### src/rtl/imem_loader.sv
`default_nettype none
// ============================================================================
// Module   : imem_loader
// Purpose  : Instruction-memory writer. Receives a byte stream over a
//            valid/ready handshake framed as LEN_HI, LEN_LO (big-endian word
//            count N) followed by 4*N big-endian data bytes, assembles 32-bit
//            words and issues one write strobe per word. Holds the core via
//            cpu_hold while loading.
//            Optional trailing XOR checksum byte: define IMEM_LOADER_CHECKSUM_EN.
// Revision : 1.0 - initial release
// ============================================================================
module imem_loader #(
    parameter int ADDR_W = 5,
    parameter int DEPTH  = 32
) (
    input  logic              clk,
    input  logic              reset,
    input  logic              start,
    input  logic [7:0]        byte_in,
    input  logic              byte_valid,
    output logic              byte_ready,
    output logic              wr_en,
    output logic [ADDR_W-1:0] wr_addr,
    output logic [31:0]       wr_data,
    output logic              cpu_hold,
    output logic              done,
    output logic              err,
    output logic [ADDR_W:0]   words_loaded
);

    localparam logic [2:0] S_IDLE   = 3'd0;
    localparam logic [2:0] S_LEN_HI = 3'd1;
    localparam logic [2:0] S_LEN_LO = 3'd2;
    localparam logic [2:0] S_DATA   = 3'd3;
    localparam logic [2:0] S_FIN    = 3'd4;
    localparam logic [2:0] S_DONE   = 3'd5;
`ifdef IMEM_LOADER_CHECKSUM_EN
    localparam logic [2:0] S_CKSUM  = 3'd6;
    // After the payload the checksum byte must still be consumed
    localparam logic [2:0] S_TAIL   = S_CKSUM;
`else
    localparam logic [2:0] S_TAIL   = S_FIN;
`endif

    localparam logic [ADDR_W:0] C_DEPTH_WL  = (ADDR_W+1)'(DEPTH);
    localparam logic [15:0]     C_DEPTH_LEN = 16'(DEPTH);

    logic [2:0]        r_state;
    logic [7:0]        r_len_hi;
    logic [15:0]       r_rem;
    logic [1:0]        r_bcnt;
    logic [23:0]       r_asm;
    logic              r_wr_en;
    logic [ADDR_W-1:0] r_wr_addr;
    logic [31:0]       r_wr_data;
    logic              r_cpu_hold;
    logic              r_done;
    logic              r_err;
    logic [ADDR_W:0]   r_words;
`ifdef IMEM_LOADER_CHECKSUM_EN
    logic [7:0]        r_xor;
    logic              r_ck_bad;
`endif

    logic              w_ready;
    logic              w_accept;
    logic [15:0]       w_len;

    // Ready is a pure function of state so it never lags the FSM
    assign w_ready  = (r_state == S_LEN_HI) || (r_state == S_LEN_LO) ||
`ifdef IMEM_LOADER_CHECKSUM_EN
                      (r_state == S_CKSUM) ||
`endif
                      (r_state == S_DATA);
    assign w_accept = byte_valid & w_ready;
    assign w_len    = {r_len_hi, byte_in};

    // Frame parser, word assembler and write-strobe generator
    always_ff @(posedge clk) begin
        if (reset) begin
            r_state    <= S_IDLE;
            r_len_hi   <= 8'd0;
            r_rem      <= 16'd0;
            r_bcnt     <= 2'd0;
            r_asm      <= 24'd0;
            r_wr_en    <= 1'b0;
            r_wr_addr  <= '0;
            r_wr_data  <= 32'd0;
            r_cpu_hold <= 1'b0;
            r_done     <= 1'b0;
            r_err      <= 1'b0;
            r_words    <= '0;
`ifdef IMEM_LOADER_CHECKSUM_EN
            r_xor      <= 8'd0;
            r_ck_bad   <= 1'b0;
`endif
        end else begin
            r_wr_en <= 1'b0;
            case (r_state)
                S_IDLE, S_DONE: begin
                    if (start) begin
                        r_state    <= S_LEN_HI;
                        r_cpu_hold <= 1'b1;
                        r_done     <= 1'b0;
                        r_err      <= 1'b0;
                        r_words    <= '0;
`ifdef IMEM_LOADER_CHECKSUM_EN
                        r_xor      <= 8'd0;
                        r_ck_bad   <= 1'b0;
`endif
                    end
                end
                S_LEN_HI: begin
                    if (w_accept) begin
                        r_len_hi <= byte_in;
                        r_state  <= S_LEN_LO;
                    end
                end
                S_LEN_LO: begin
                    if (w_accept) begin
                        r_rem  <= w_len;
                        r_bcnt <= 2'd0;
                        if (w_len > C_DEPTH_LEN) begin
                            r_err <= 1'b1;
                        end
                        r_state <= (w_len == 16'd0) ? S_TAIL : S_DATA;
                    end
                end
                S_DATA: begin
                    if (w_accept) begin
`ifdef IMEM_LOADER_CHECKSUM_EN
                        r_xor <= r_xor ^ byte_in;
`endif
                        r_bcnt <= r_bcnt + 2'd1;
                        r_asm  <= {r_asm[15:0], byte_in};
                        if (r_bcnt == 2'd3) begin
                            // Words past the array end are drained, not written
                            if (r_words < C_DEPTH_WL) begin
                                r_wr_en   <= 1'b1;
                                r_wr_addr <= r_words[ADDR_W-1:0];
                                r_wr_data <= {r_asm, byte_in};
                                r_words   <= r_words + 1'b1;
                            end
                            r_rem <= r_rem - 16'd1;
                            if (r_rem == 16'd1) begin
                                r_state <= S_TAIL;
                            end
                        end
                    end
                end
`ifdef IMEM_LOADER_CHECKSUM_EN
                S_CKSUM: begin
                    if (w_accept) begin
                        r_ck_bad <= (byte_in != r_xor);
                        r_state  <= S_FIN;
                    end
                end
`endif
                S_FIN: begin
                    // One settling cycle so the final write lands before done
                    r_done     <= 1'b1;
                    r_cpu_hold <= 1'b0;
`ifdef IMEM_LOADER_CHECKSUM_EN
                    if (r_ck_bad) begin
                        r_err <= 1'b1;
                    end
`endif
                    r_state    <= S_DONE;
                end
                default: begin
                    r_state <= S_IDLE;
                end
            endcase
        end
    end

    assign byte_ready   = w_ready;
    assign wr_en        = r_wr_en;
    assign wr_addr      = r_wr_addr;
    assign wr_data      = r_wr_data;
    assign cpu_hold     = r_cpu_hold;
    assign done         = r_done;
    assign err          = r_err;
    assign words_loaded = r_words;

endmodule
`default_nettype wire

### config.mk
export PLATFORM = sky130hd
export DESIGN_NAME = imem_loader
export DESIGN_NICKNAME = d
export VERILOG_FILES = /design/src/rtl/imem_loader.sv
export SDC_FILE = /design/constraint.sdc
export NUM_CORES = 1
export LEC_CHECK = 0
export BUFFER_PORTS_ARGS = -buffer_cell sky130_fd_sc_hd__buf_2
export CAP_MARGIN = 10
export CORE_MARGIN = 8
export CORE_UTILIZATION = 52
export DETAILED_ROUTE_END_ITERATION = 7
export PLACE_DENSITY = 0.83
export RECOVER_POWER = 100
export SLEW_MARGIN = 20
export SYNTH_ARGS = -nofsm -noshare
export SYNTH_HDL_FRONTEND = slang
export SYNTH_SLANG_ARGS = --single-unit
### constraint.sdc
create_clock -name clk -period 2.6 [get_ports clk]
set_clock_uncertainty 0.1 [all_clocks]
set_input_delay 0.13 -clock clk [delete_from_list [all_inputs] [get_ports clk]]
set_output_delay 0.13 -clock clk [all_outputs]
set_load 0.02 [all_outputs]
==> flow_metrics.env <==
export IMPL_grt_pass1_wl_um=17100
export IMPL_syn_num_nets=555
export IMPL_cp_num_buf_inv=1
export IMPL_final_cell_mix="143 x nand2_1, 100 x dfxtp_1, 87 x a21oi_1"
export IMPL_drive_gt1_frac=0.0725
export IMPL_cp_endpoint="wr_addr[1]"
export IMPL_overflow=0
export IMPL_min_path_type="in2reg"
export IMPL_gp_congestion=0.884
export IMPL_clock_latency_ns=0.36
export IMPL_fmax_mhz=422
export IMPL_vias=3901
export IMPL_tritoncts="yes"
export IMPL_finalSetupTns_ns=0
export IMPL_io_buffers=59
export IMPL_cts_root_buf="clkbuf_8"
export IMPL_synth_edf_count=0
export IMPL_crit_arrival_ns=2.50
export IMPL_pwr_share_seq=0.465
export IMPL_finalNetCount=604
export IMPL_max_cap_viol_count=0
export IMPL_pwr_share_comb=0.255
export IMPL_p_sw_mw=1.32
export IMPL_synthTopCellsByArea="dfxtp_1 47%, nand2_1 13%, a21oi_1 10%, nor2_1 3.7%, clkbuf_1 2.4%"
export IMPL_viasPerCell=5.59
export IMPL_cts_resized_gates=0
export IMPL_antenna_found_initial=0
export IMPL_dieArea_sq_um=11300
export IMPL_ant_nets=0
export IMPL_swShare=0.351
export IMPL_dr_first_iter_drc_count=200
export IMPL_drt_pass1_iter_count=4
export IMPL_finalHoldViolCount=0
export IMPL_crit_start="r_state[0]"
export IMPL_path_cells="nand4b_1 -> or3_1 -> buf_2 -> nand2_1 -> a21oi_1"
export IMPL_die_x_um=106
export IMPL_worstHoldPathCells=3
export IMPL_slowest_delay_ns=0.69
export IMPL_r2r_start="r_state[0]"
export IMPL_maxSlewViolCount=0
export IMPL_synthFlopType="dfxtp_1"
export IMPL_clkSlewWorstSetupHoldPaths_ns=0.11
export IMPL_cp_max_fo=32
export IMPL_drc=0
export IMPL_grt_pass1_vias=3756
export IMPL_irDropWorstVdd_mv=0.436
export IMPL_worst_pin_slew_ns=1.14
export IMPL_ys_ff_latch=100
export IMPL_total_power_mw=3.77
export IMPL_outcome="finished clean"
export IMPL_syn2layout_area_growth_pct=13.2
export IMPL_cts_made_buffers=9
export IMPL_p_clk_frac=0.280
export IMPL_synthArstFlopShare=0
export IMPL_min_period_ns=2.37
export IMPL_num_rows=33
export IMPL_cp_depth=5
export IMPL_cp_end_kind="flip-flop"
export IMPL_placeableCoreArea_sq_um=8050
export IMPL_p_leak_nw=1.60
export IMPL_fill_cells=721
export IMPL_seq_area_sq_um=2000
export IMPL_diodes=0
export IMPL_clock_sinks=100
export IMPL_postSynthAreaPerCell_sq_um=7.85
export IMPL_hold_start="byte_in[5]"
export IMPL_p_int_mw=2.45
export IMPL_grt_max_degree=39
export IMPL_slowest_stage="dfxtp_1"
export IMPL_multiInputGateArea_sq_um=2060
export IMPL_cp_start_kind="flip-flop"
export IMPL_r2r_slack_ns=0.23
export IMPL_ff2ff_path_depth=5
export IMPL_maxSlewHeadroom=0.231
export IMPL_netlist_area_sq_um=4230
export IMPL_crit_family="simple AND/OR/NAND/NOR gates"
export IMPL_start_util=0.526
export IMPL_ys_types=53
export IMPL_synth_yosys_warnings=0
export IMPL_rsz0062_at_grt="no"
export IMPL_final_common_cell="nand2_1"
export IMPL_timing_rr_end="wr_addr[1]"
export IMPL_cp_data_required_time_ns=2.73
export IMPL_fin_crit_sh=0.912
export IMPL_synthCells=539
export IMPL_yosysTopAreaCellShare=0.473
export IMPL_avgRoutedWirePerCell_um=14.4
export IMPL_synth_top_area_cell="dfxtp_1"
export IMPL_wl_um=10000
export IMPL_pwr_density_cell_nw_per_um2=788
export IMPL_io_pins=60
export IMPL_htree_num_levels=3
export IMPL_worstSetupPathType="reg2reg"
export IMPL_finalSetupViolCount=0
export IMPL_grt_total_usage=0.178
export IMPL_dp_hpwl_um=6860
export IMPL_clockBufferDepth=2
export IMPL_die_height_um=106
export IMPL_synth_seq_area_share=0.473
==> power by group through the flow <==
stage          registers (mW)  logic (mW)  clock network, mW
3_5_place_dp             1.78       0.961                  0
6_report                 1.75       0.962               1.06
3_3_place_gp             1.77       0.929                  0
2_1_floorplan            1.73       0.801                  0
5_1_grt                  1.77        1.08               1.14
4_1_cts                  1.75       0.974               1.07
==> Yosys cell counts, types with 2 or more instances <==
cell       number
nor2b_1         2
or3_1           2
dfxtp_1       100
o31ai_1         3
a22o_1          2
nand2b_1        6
and2_1          3
ha_1            4
nor3_1          9
nand3_1         3
o21ai_0        14
o2111ai_1       2
xor2_1          3
clkbuf_1       27
a21oi_1        87
nor3_2          2
nand2_1       143
o211ai_1        3
nor4_1          4
a31oi_1         2
a22oi_1         4
or3_4           2
nand4_1         4
a21o_1          3
o21ai_1         6
nor3b_1         4
a211oi_1        6
inv_1           4
buf_2           9
mux2i_1         8
and3b_1         2
or4_1           2
nor2_1         42
nand3b_1        2
o21ba_1         2
==> kinds of logic after synthesis <==
logic type	share of synthesized area
xor+xnor	0.00621
fa+ha+maj	0.0118
buf+inv	0.0399
mux	0.0189
flops	0.473
simple gates	0.250
compound gates	0.200
==> worst min path at each step <==
stage / to / slack [ns]
floorplan: r_asm[0] / 0.17
global placement: wr_data[1] / 0.33
detailed placement: wr_data[1] / 0.34
CTS: wr_data[5] / 0.004
global route: r_asm[5] / 0.01
finish: wr_data[5] / 0.0005
==> cell type report <==
type                            count  share of cell area
Clock buffer                        9              0.0259
Clock inverter                      7              0.0191
Inverter                            5             0.00392
Multi-Input combinational cell    397               0.430
Sequential cell                   100               0.418
Tap cell                          105              0.0274
Timing Repair Buffer               75              0.0758
==> repair_timing <==
| item | in CTS | in global routing |
|---|---|---|
| endpoints found under the hold margin | 16 | 0 |
| hold buffers | 7 | 0 |
| buffers inserted | 0 | 0 |
==> per-layer routing <==
| metal | global-route usage | up-vias | wire, um |
|---|---|---|---|
| li1 | - | 1951 | - |
| met1 | 0.225 | 1833 | 4480 |
| met2 | 0.294 | 105 | 4850 |
| met3 | 0.0369 | 12 | 564 |
| met4 | 0.0603 | 0 | 128 |
| met5 | 0 | - | 0 |
==> flip-flops by register name (all words and copies together), names as in the netlist <==
register,cells
cpu_hold,1
r_bcnt,2
wr_en,1
r_asm,24
wr_data,32
words_loaded,6
r_rem,16
r_state,3
wr_addr,5
err,1
done,1
r_len_hi,8
==> worst register-to-register path: cells and delay by family (launching register included) <==
kind	cells	cell delay [ns]
simple gates	3	1.01
flops	1	0.69
buf+inv	1	0.36
compound gates	1	0.08
==> stage by stage <==
step | cells | setup slack, ns | hold slack [ns] | cell area, sq um | util
after floorplan | 539 | 0.730 | 0.166 | 4230 | -
after global placement | 675 | 0.485 | 0.327 | 4580 | 0.569
after detailed placement | 675 | 0.381 | 0.337 | 4580 | 0.569
after CTS | 698 | 0.329 | 0.00360 | 4870 | 0.605
after global routing | 698 | 0.0418 | 0.0101 | 4790 | 0.595
final | 698 | 0.228 | 0.000513 | 4790 | 0.595
(Power assumes the default switching activity.)
